<file path="src/rtl/pool_window_reader_pkg.sv">
// Shared definitions for the 2x2 pooling window reader: FSM state encoding,
// most-negative pad value and default feature-map geometry.
// Optional feature macro: POOL_PAD_ODD_EN (pooled dims rounded up, edge lanes padded).
package pool_pkg;

   typedef enum logic [2:0] {
      ST_IDLE,
      ST_RD0,
      ST_RD1,
      ST_RD2,
      ST_RD3,
      ST_CAP,
      ST_VALID,
      ST_DONE
   } pool_state_e;

   localparam int POOL_DATA_W_DEF = 8;
   // Most-negative value for the default element width; never wins a max compare.
   localparam logic [POOL_DATA_W_DEF-1:0] POOL_NEG_PAD = {1'b1, {(POOL_DATA_W_DEF-1){1'b0}}};

   localparam int POOL_FMAP_W_DEF = 26;
   localparam int POOL_FMAP_H_DEF = 26;

   // Pooled dimension for a map dimension of n elements.
   function automatic int pool_dim(input int n);
`ifdef POOL_PAD_ODD_EN
      return (n + 1) / 2;
`else
      return n / 2;
`endif
   endfunction

endpackage

</file>
<file path="src/rtl/pool_window_reader_addr_gen.sv">
// Window row/col counters and conv-memory address generation for the pooling reader.
// Ports: clear_i/advance_i step the window counters; lane_i selects which of the four
// window elements rd_addr_o points at; win_index_o/last_o/pad_*_o describe the current window.
// Optional feature macro: POOL_PAD_ODD_EN (pad flags for lanes past the right/bottom edge).
module pool_addr_gen
   import pool_pkg::*;
#(
   parameter int addressWidthConv = 10,
   parameter int FMAP_W           = POOL_FMAP_W_DEF,
   parameter int FMAP_H           = POOL_FMAP_H_DEF
) (
   input  logic                        clk,
   input  logic                        rst,
   input  logic                        clear_i,
   input  logic                        advance_i,
   input  logic [1:0]                  lane_i,
   output logic [addressWidthConv-1:0] rd_addr_o,
   output logic [addressWidthConv-1:0] win_index_o,
   output logic                        last_o,
   output logic                        pad_right_o,
   output logic                        pad_bottom_o
);

   localparam int AW = addressWidthConv;
   localparam int PW = pool_dim(FMAP_W);
   localparam int PH = pool_dim(FMAP_H);
   localparam logic [AW-1:0] MAP_W  = AW'(FMAP_W);
   localparam logic [AW-1:0] POOL_W = AW'(PW);
   localparam logic [AW-1:0] POOL_H = AW'(PH);
   localparam logic [AW-1:0] ONE    = AW'(1);

   logic [AW-1:0] row_q, row_d;
   logic [AW-1:0] col_q, col_d;
   logic [AW-1:0] base;

   always_comb begin
      row_d = row_q;
      col_d = col_q;
      if (clear_i) begin
         row_d = '0;
         col_d = '0;
      end else if (advance_i) begin
         if (col_q == POOL_W - ONE) begin
            col_d = '0;
            row_d = row_q + ONE;
         end else begin
            col_d = col_q + ONE;
         end
      end
   end

   always_ff @(posedge clk or posedge rst) begin
      if (rst) begin
         row_q <= '0;
         col_q <= '0;
      end else begin
         row_q <= row_d;
         col_q <= col_d;
      end
   end

   // Top-left element of the window: stride 2 in both directions.
   assign base = ((row_q << 1) * MAP_W) + (col_q << 1);

   always_comb begin
      rd_addr_o = base;
      case (lane_i)
         2'd1:    rd_addr_o = base + ONE;
         2'd2:    rd_addr_o = base + MAP_W;
         2'd3:    rd_addr_o = base + MAP_W + ONE;
         default: rd_addr_o = base;
      endcase
   end

   assign win_index_o = (row_q * POOL_W) + col_q;
   assign last_o      = (row_q == POOL_H - ONE) && (col_q == POOL_W - ONE);

`ifdef POOL_PAD_ODD_EN
   // Only the final column/row of an odd map can run past the edge.
   assign pad_right_o  = ((col_q << 1) + ONE) >= MAP_W;
   assign pad_bottom_o = ((row_q << 1) + ONE) >= AW'(FMAP_H);
`else
   assign pad_right_o  = 1'b0;
   assign pad_bottom_o = 1'b0;
`endif

endmodule

</file>
<file path="src/rtl/pool_window_reader.sv">
// Reads 2x2 stride-2 windows from the conv feature-map memory and presents them to the pooler.
// Latency: 6 cycles per window minimum (4 reads, 1 capture, 1 valid); backpressure: win_valid
// holds with data/index stable until win_ready, memory is idle while stalled.
// Ports: start/busy/done control, mem_rd_en/mem_addr/mem_rdata read side (1-cycle read latency),
// win_valid/win_ready handshake with win0..win3 (TL,TR,BL,BR) and pooled win_index.
// Optional feature macro: POOL_PAD_ODD_EN (odd maps rounded up, out-of-map lanes load most-negative).
module pool_window_reader
   import pool_pkg::*;
#(
   parameter int addressWidthConv = 10,
   parameter int dataWidthMax     = 8,
   parameter int FMAP_W           = POOL_FMAP_W_DEF,
   parameter int FMAP_H           = POOL_FMAP_H_DEF
) (
   input  logic                        clk,
   input  logic                        rst,
   input  logic                        start,
   output logic                        busy,
   output logic                        done,
   output logic                        mem_rd_en,
   output logic [addressWidthConv-1:0] mem_addr,
   input  logic [dataWidthMax-1:0]     mem_rdata,
   output logic                        win_valid,
   input  logic                        win_ready,
   output logic [dataWidthMax-1:0]     win0,
   output logic [dataWidthMax-1:0]     win1,
   output logic [dataWidthMax-1:0]     win2,
   output logic [dataWidthMax-1:0]     win3,
   output logic [addressWidthConv-1:0] win_index
);

   localparam logic [dataWidthMax-1:0] NEG_PAD = {1'b1, {(dataWidthMax-1){1'b0}}};

   if (FMAP_W * FMAP_H > (1 << addressWidthConv)) begin : g_map_too_big
      $error("pool_window_reader: feature map does not fit in conv address space");
   end

   pool_state_e state_q, state_d;

   logic [1:0]                  lane;
   logic                        rd_en;
   logic                        clear;
   logic                        advance;
   logic                        last;
   logic                        pad_right;
   logic                        pad_bottom;
   logic [addressWidthConv-1:0] rd_addr;
   logic [dataWidthMax-1:0]     win0_q, win1_q, win2_q, win3_q;

   always_comb begin
      state_d = state_q;
      lane    = 2'd0;
      rd_en   = 1'b0;
      unique case (state_q)
         ST_IDLE:  if (start) state_d = ST_RD0;
         ST_RD0: begin
            rd_en   = 1'b1;
            state_d = ST_RD1;
         end
         // Padded lanes keep their slot so window timing never depends on position.
         ST_RD1: begin
            lane    = 2'd1;
            rd_en   = !pad_right;
            state_d = ST_RD2;
         end
         ST_RD2: begin
            lane    = 2'd2;
            rd_en   = !pad_bottom;
            state_d = ST_RD3;
         end
         ST_RD3: begin
            lane    = 2'd3;
            rd_en   = !(pad_right || pad_bottom);
            state_d = ST_CAP;
         end
         ST_CAP:   state_d = ST_VALID;
         ST_VALID: if (win_ready) state_d = last ? ST_DONE : ST_RD0;
         ST_DONE:  state_d = ST_IDLE;
         default:  state_d = ST_IDLE;
      endcase
   end

   always_ff @(posedge clk or posedge rst) begin
      if (rst) state_q <= ST_IDLE;
      else     state_q <= state_d;
   end

   // Counters restart on every accepted start so a pass always begins at window 0.
   assign clear   = (state_q == ST_IDLE) && start;
   assign advance = (state_q == ST_VALID) && win_ready && !last;

   pool_addr_gen #(
      .addressWidthConv (addressWidthConv),
      .FMAP_W           (FMAP_W),
      .FMAP_H           (FMAP_H)
   ) u_addr_gen (
      .clk          (clk),
      .rst          (rst),
      .clear_i      (clear),
      .advance_i    (advance),
      .lane_i       (lane),
      .rd_addr_o    (rd_addr),
      .win_index_o  (win_index),
      .last_o       (last),
      .pad_right_o  (pad_right),
      .pad_bottom_o (pad_bottom)
   );

   // Read data arrives one cycle after the request, so each lane lands one state later.
   always_ff @(posedge clk or posedge rst) begin
      if (rst) begin
         win0_q <= '0;
         win1_q <= '0;
         win2_q <= '0;
         win3_q <= '0;
      end else begin
         case (state_q)
            ST_RD1:  win0_q <= mem_rdata;
            ST_RD2:  win1_q <= pad_right ? NEG_PAD : mem_rdata;
            ST_RD3:  win2_q <= pad_bottom ? NEG_PAD : mem_rdata;
            ST_CAP:  win3_q <= (pad_right || pad_bottom) ? NEG_PAD : mem_rdata;
            default: ;
         endcase
      end
   end

   assign mem_rd_en = rd_en;
   assign mem_addr  = rd_en ? rd_addr : '0;
   assign win_valid = (state_q == ST_VALID);
   assign done      = (state_q == ST_DONE);
   assign busy      = (state_q != ST_IDLE) && (state_q != ST_DONE);
   assign win0      = win0_q;
   assign win1      = win1_q;
   assign win2      = win2_q;
   assign win3      = win3_q;

endmodule

</file>
<file path="config.mk">
export PLATFORM = sky130hd
export DESIGN_NAME = pool_window_reader
export DESIGN_NICKNAME = d
export VERILOG_FILES = /design/src/rtl/pool_window_reader_pkg.sv /design/src/rtl/pool_window_reader_addr_gen.sv /design/src/rtl/pool_window_reader.sv
export SDC_FILE = /design/constraint.sdc
export NUM_CORES = 1
export LEC_CHECK = 0
export ABC_CLOCK_PERIOD_IN_PS = 4500
export CORE_UTILIZATION = 49
export CTS_CLUSTER_DIAMETER = 30
export DETAILED_ROUTE_END_ITERATION = 10
export GPL_ROUTABILITY_DRIVEN = 0
export GPL_TIMING_DRIVEN = 0
export PLACE_DENSITY_LB_ADDON = 0.05
export SYNTH_ARGS = -nofsm -noshare
export SYNTH_HDL_FRONTEND = slang
export SYNTH_HIERARCHICAL = 1
export SYNTH_SLANG_ARGS = --single-unit
</file>
<file path="constraint.sdc">
create_clock -name clk -period 4.5 [get_ports clk]
set_input_delay 0.9 -clock clk [delete_from_list [all_inputs] [get_ports clk]]
set_output_delay 0.9 -clock clk [all_outputs]
set_load 0.05 [all_outputs]
</file>
### After elaboration in Yosys (flattened, before gate mapping)

Cells that the tools add are included.

| word-level totals | value |
|---|---|
| input bits | 12 |
| bits in registers | 55 |
| word-level logic and storage cells | 58 |
| output and inout port bits | 56 |

| cells by class | value |
|---|---|
| eq/ne operators | 15 |
| add/sub/neg operators | 7 |
| reductions and logical operators | 13 |
| muxes and demuxes | 14 |
| multipliers | 2 |

Operator list:

| operator | number |
|---|---|
| $mux W10 | 7 |
| $add A10 B1 Y10 const B | 4 |
| $pmux W10 S3 | 1 |
| $pmux W3 S8 | 1 |
| $add A10 B10 Y10 | 2 |
| $eq A10 B4 Y1 const B | 2 |
| $eq A3 B3 Y1 const B | 4 |
| $add A10 B5 Y10 const B | 1 |
| $mul A10 B4 Y10 const B | 1 |
| $mul A9 B4 Y8 const B | 1 |
| $mux W3 | 3 |
| $eq A3 B2 Y1 const B | 2 |
| $pmux W2 S3 | 1 |
| $logic_and A1 B1 Y1 | 5 |
| $eq A2 B2 Y1 const B | 2 |
| $reduce_and A2 Y1 | 2 |
| $reduce_bool A2 Y1 | 2 |
| $reduce_or A4 Y1 | 1 |
| $eq A3 B1 Y1 const B | 1 |
| $logic_not A3 Y1 | 1 |
| $ne A3 B3 Y1 const B | 1 |
| $reduce_bool A3 Y1 | 1 |
| $eq A2 B1 Y1 const B | 1 |
| $ne A2 B1 Y1 const B | 1 |
| 3 further kinds | 3 |

### Logic depth before layout (Yosys ltp)

| depth | value |
|---|---|
| depth after elaboration | 6 |
| mapped depth | 15 |
| mapped depth without buffers | 14 |

### Modules after synthesis

Netlist, hierarchy kept.

By module, submodules not included:

| module | area an instance (um^2) | sequential area each (um^2) | times used | cells each |
|---|---|---|---|---|
| pool_addr_gen | 2433.6 | 500.5 | 1 | 270 |
| pool_window_reader | 1659.1 | 875.8 | 1 | 166 |

### Worst setup path before layout

No wires, ideal clock.

| timing | value |
|---|---|
| path kind | register to output |
| from | register u_addr_gen.row_q[1] |
| to | output mem_addr[9] |
| cell stages (with the launch flop) | 14 |
| buffers on the path | 0 |
| arrival | 4.633 ns |
| slack | -1.033 ns |
| data required time | 3.600 ns |
| path through | dfrtp_1 ha_1 fa_1 ha_1 a21o_1 a21oi_1 xnor2_1 ha_1 or4b_2 o211ai_1 a311oi_1 nor3_1 xnor2_1 a21boi_0 |

| on the way | value |
|---|---|
| word-level cells in the longest chain between the ends | 6 |
| elaborated cells on any way between the ends | 7 |
| those cells by class | add/sub: 4; mul: 1; mux: 2 |

Ends and longest elaborated chain:

| what | line | text |
|---|---|---|
| start, declared | pool_window_reader_addr_gen.sv:32 | `logic [AW-1:0] row_q, row_d;` |
| start signal, assigned | pool_window_reader_addr_gen.sv:57 | `row_q <= row_d;` |
| $mul A9 B4 Y8 * | pool_window_reader_addr_gen.sv:63 | `assign base = ((row_q << 1) * MAP_W) + (col_q << 1);` |
| $add A10 B10 Y10 * | pool_window_reader_addr_gen.sv:63 |  |
| $add A10 B5 Y10 | pool_window_reader_addr_gen.sv:69, pool_window_reader_addr_gen.sv:70 |  |
| $add A10 B1 Y10 | pool_window_reader_addr_gen.sv:70 | `2'd3: rd_addr_o = base + MAP_W + ONE;` |
| $pmux W10 S3 * | pool_window_reader_addr_gen.sv:67 | `case (lane_i)` |
| net rd_addr[9] | pool_window_reader.sv:47 | `logic [addressWidthConv-1:0] rd_addr;` |
| $mux W10 * | pool_window_reader.sv:128 | `assign mem_addr = rd_en ? rd_addr : '0;` |
| end, declared | pool_window_reader.sv:21 | `output logic [addressWidthConv-1:0] mem_addr,` |

The timed path passes the listed nets; every way through them passes the cells marked *.

### Worst setup path after layout

Same ends and word-level chain as after synthesis.

==> impl_metrics.tcl <==
set metrics [dict create \
    status "finished with violations" \
    violations "negative setup slack" \
    ir_drop_mv 0.417 \
    fin_skew_ns 0.0111 \
    die_area_sq_um 8720 \
    antenna_found_initial 0 \
    synth-seq-cells 55 \
    crit_type "flop to output pin" \
    syn_area_sq_um 4090 \
    drt_wl_total_microns 9520 \
    grt_pass1_vias 3289 \
    dp_slack_ns -1.01 \
    powerDensity_nw_per_um2 575 \
    slew_headroom_pct 32.2 \
    synth_edf_count 0 \
    place_hpwl_microns 7100 \
    ant_nets 0 \
    finalInstanceArea_sq_um 5330 \
    netlist.area_leader.share_pct 33.6 \
    cts_tree "done" \
    cts_root_buffer "clkbuf_8" \
    yosysTopAreaCell "dfrtp_1" \
    cp.arrival_ns 3.92 \
    hold_class "flop to flop" \
    syn_inst 436 \
    final-hold-violation-count 0 \
    drc 0 \
    grt.overflow.total 0 \
    drtIter0Drc 158 \
    whs_path_depth 2 \
    layout.nets 593 \
    final_core_util_pct 67.6 \
    die_y_microns 93.4 \
    ys.flop_type "dfrtp_1" \
    worstRegToRegCells 12 \
    leakage_nw 2.49 \
    die_x_microns 93.4 \
    clockBufferDepth 2 \
    worst_slack_ns -0.323 \
    fmax_ghz 0.207 \
    cts_max_level 2 \
    drt_pass1_iterations 4 \
    synthToLayoutAreaGrowth_pct 30.2 \
    cts.sinks 55 \
    worstPathRequired_ns 3.60 \
    gr-usage-all-layers_pct 23.4 \
    numCtsBuffers 5 \
    grt_max_degree 36 \
    port_buffers 67 \
    core_sq_um 7890 \
    cap_violations 0 \
    cts_hold_buf 0 \
    finalSetupViolCount 2 \
    rsz0062_at_grt "true" \
    viasPerCell 5.25 \
    ys_seq_area_share_pct 33.6 \
    rows 32 \
    grt_pass1_wl_microns 16000 \
    synth_cell_types 48 \
    via_count 3306 \
    clock_latency_ns 0.31 \
    avgSynthCellArea_sq_um 9.39 \
    yosys_warnings 6 \
    start_kind "flop" \
    slew_violations 0 \
    drive_gt1_share_pct 18.0 \
    placed_cell_area_sq_um 4940 \
    cp_max_fo 4 \
    synth.area.top_cells "dfrtp_1, ha_1, fa_1" \
    async_flop_share_pct 100 \
    diodes 0 \
    wire_per_inst_microns 15.1 \
    layout_commonest_cell "clkdlybuf4s50_1" \
    clk_pin_slew_ns 0.10 \
    final_cell_mix "clkdlybuf4s50_1, nand2_1, dfrtp_1, inv_1, o21ai_0" \
    crit_path_end_kind "output pin" \
    start_util_pct 51.9 \
    worst_pin_slew_ns 1.00 \
    fin_crit_ns 4.82 \
    post-route-period-util_pct 107 \
    ios 68 \
]
## worst paths after layout
kind / from / to / slack (ns)
max: u_addr_gen/row_q[1]$_DFFE_PP0P_ / mem_addr[9] / -0.32
min: win1[6]$_DFFE_PP0P_ / win1[6]$_DFFE_PP0P_ / 0.49
max reg2reg: u_addr_gen/col_q[0]$_DFFE_PP0P_ / u_addr_gen/row_q[9]$_DFFE_PP0P_ / 1.61
min reg2reg: win1[6]$_DFFE_PP0P_ / win1[6]$_DFFE_PP0P_ / 0.49
max in group asynchronous: rst / u_addr_gen/row_q[2]$_DFFE_PP0P_ / 2.91
min in group asynchronous: rst / win1[1]$_DFFE_PP0P_ / 1.05
## critical path: stages (launching register included)
cell and delay [ns]:
dfrtp_2 0.46, ha_4 0.25, fa_2 0.59, ha_4 0.21, a21o_1 0.16, a21oi_2 0.17
xnor2_2 0.12, ha_4 0.30, or4b_4 0.45, o211ai_1 0.12, a311oi_2 0.08, nor3_2 0.15
xnor2_1 0.17, a21boi_4 0.21, buf_6 0.17
## layout make-up
| cell class | count | area (sq um) |
|---|---|---|
| buffer | 16 | 82.6 |
| clock buffer | 5 | 68.8 |
| clock inverter | 3 | 47.5 |
| fill | 636 | 2560 |
| inverter | 40 | 150 |
| multi-input combinational | 325 | 2680 |
| sequential | 55 | 1380 |
| tap | 102 | 128 |
| timing repair buffer | 84 | 791 |
## Yosys cell counts (2+ instances only)
cell	instances
dfrtp_1	55
nand2_1	54
ha_1	40
inv_1	40
o21ai_0	33
xnor2_1	30
nor2_1	27
nand2b_1	16
a21oi_1	15
fa_1	14
xor2_1	14
a21boi_2	9
mux2_2	9
clkbuf_1	8
a21o_1	6
buf_2	6
nor3_1	6
or3_1	5
and3_1	4
nand3_1	4
nand4_1	4
nand3b_1	3
a311oi_1	2
buf_4	2
mux2i_1	2
nor2b_1	2
nor4_1	2
nor4b_1	2
o21a_1	2
o311ai_0	2
## sequential cells by signal (all words and copies together) (netlist names)
name	cells
win0	8
u_addr_gen/col_q	10
win2	8
win1	8
u_addr_gen/row_q	10
win3	8
state_q	3
## power by group
group	internal (mW)	total, mW	switching, mW
sequential	0.656	0.767	0.111
combinational	0.703	1.96	1.26
clock	0.169	0.335	0.166
total	1.53	3.07	1.54
## cell families after synthesis
| logic type | Yosys count | synth area share [%] |
|---|---|---|
| multiplexers | 11 | 2.97 |
| buffers and inverters | 57 | 5.78 |
| XOR/XNOR | 44 | 9.42 |
| other | 1 | 0.0916 |
| adder cells (fa/ha/maj) | 54 | 19.1 |
| AO/OA/AOI/OAI | 75 | 11.8 |
| AND/OR/NAND/NOR | 139 | 17.2 |
| flip-flops | 55 | 33.6 |
## per-layer routing
metal / global-route usage (%) / share of wire, % / vias to the layer above
met5: 0 / 0 / -
met4: 4.36 / 1.1 / 0
met3: 2.68 / 3.3 / 11
met2: 40.0 / 48 / 66
met1: 32.3 / 47 / 1598
li1: - / - / 1631
## metrics by stage
| stage | hold WS (ns) | power, mW | setup TNS [ns] | instances |
|---|---|---|---|---|
| 5_1_grt | 0.521 | 3.24 | -1.08 | 630 |
| 3_5_place_dp | 0.470 | 2.69 | -3.95 | 606 |
| 3_3_place_gp | 0.461 | 2.66 | -3.55 | 606 |
| 2_1_floorplan | 0.546 | 2.12 | -0.0688 | 437 |
| 6_report | 0.487 | 3.07 | -0.582 | 630 |
| 4_1_cts | 0.493 | 3.06 | -0.682 | 628 |
## timing repair
item | in CTS | in global routing
buffers inserted | 15 | 2
setup endpoints to repair | 11 | 8
gates resized for setup | 58 | 15
pin swaps | 12 | 5
Power figures use the tool's default switching activity.
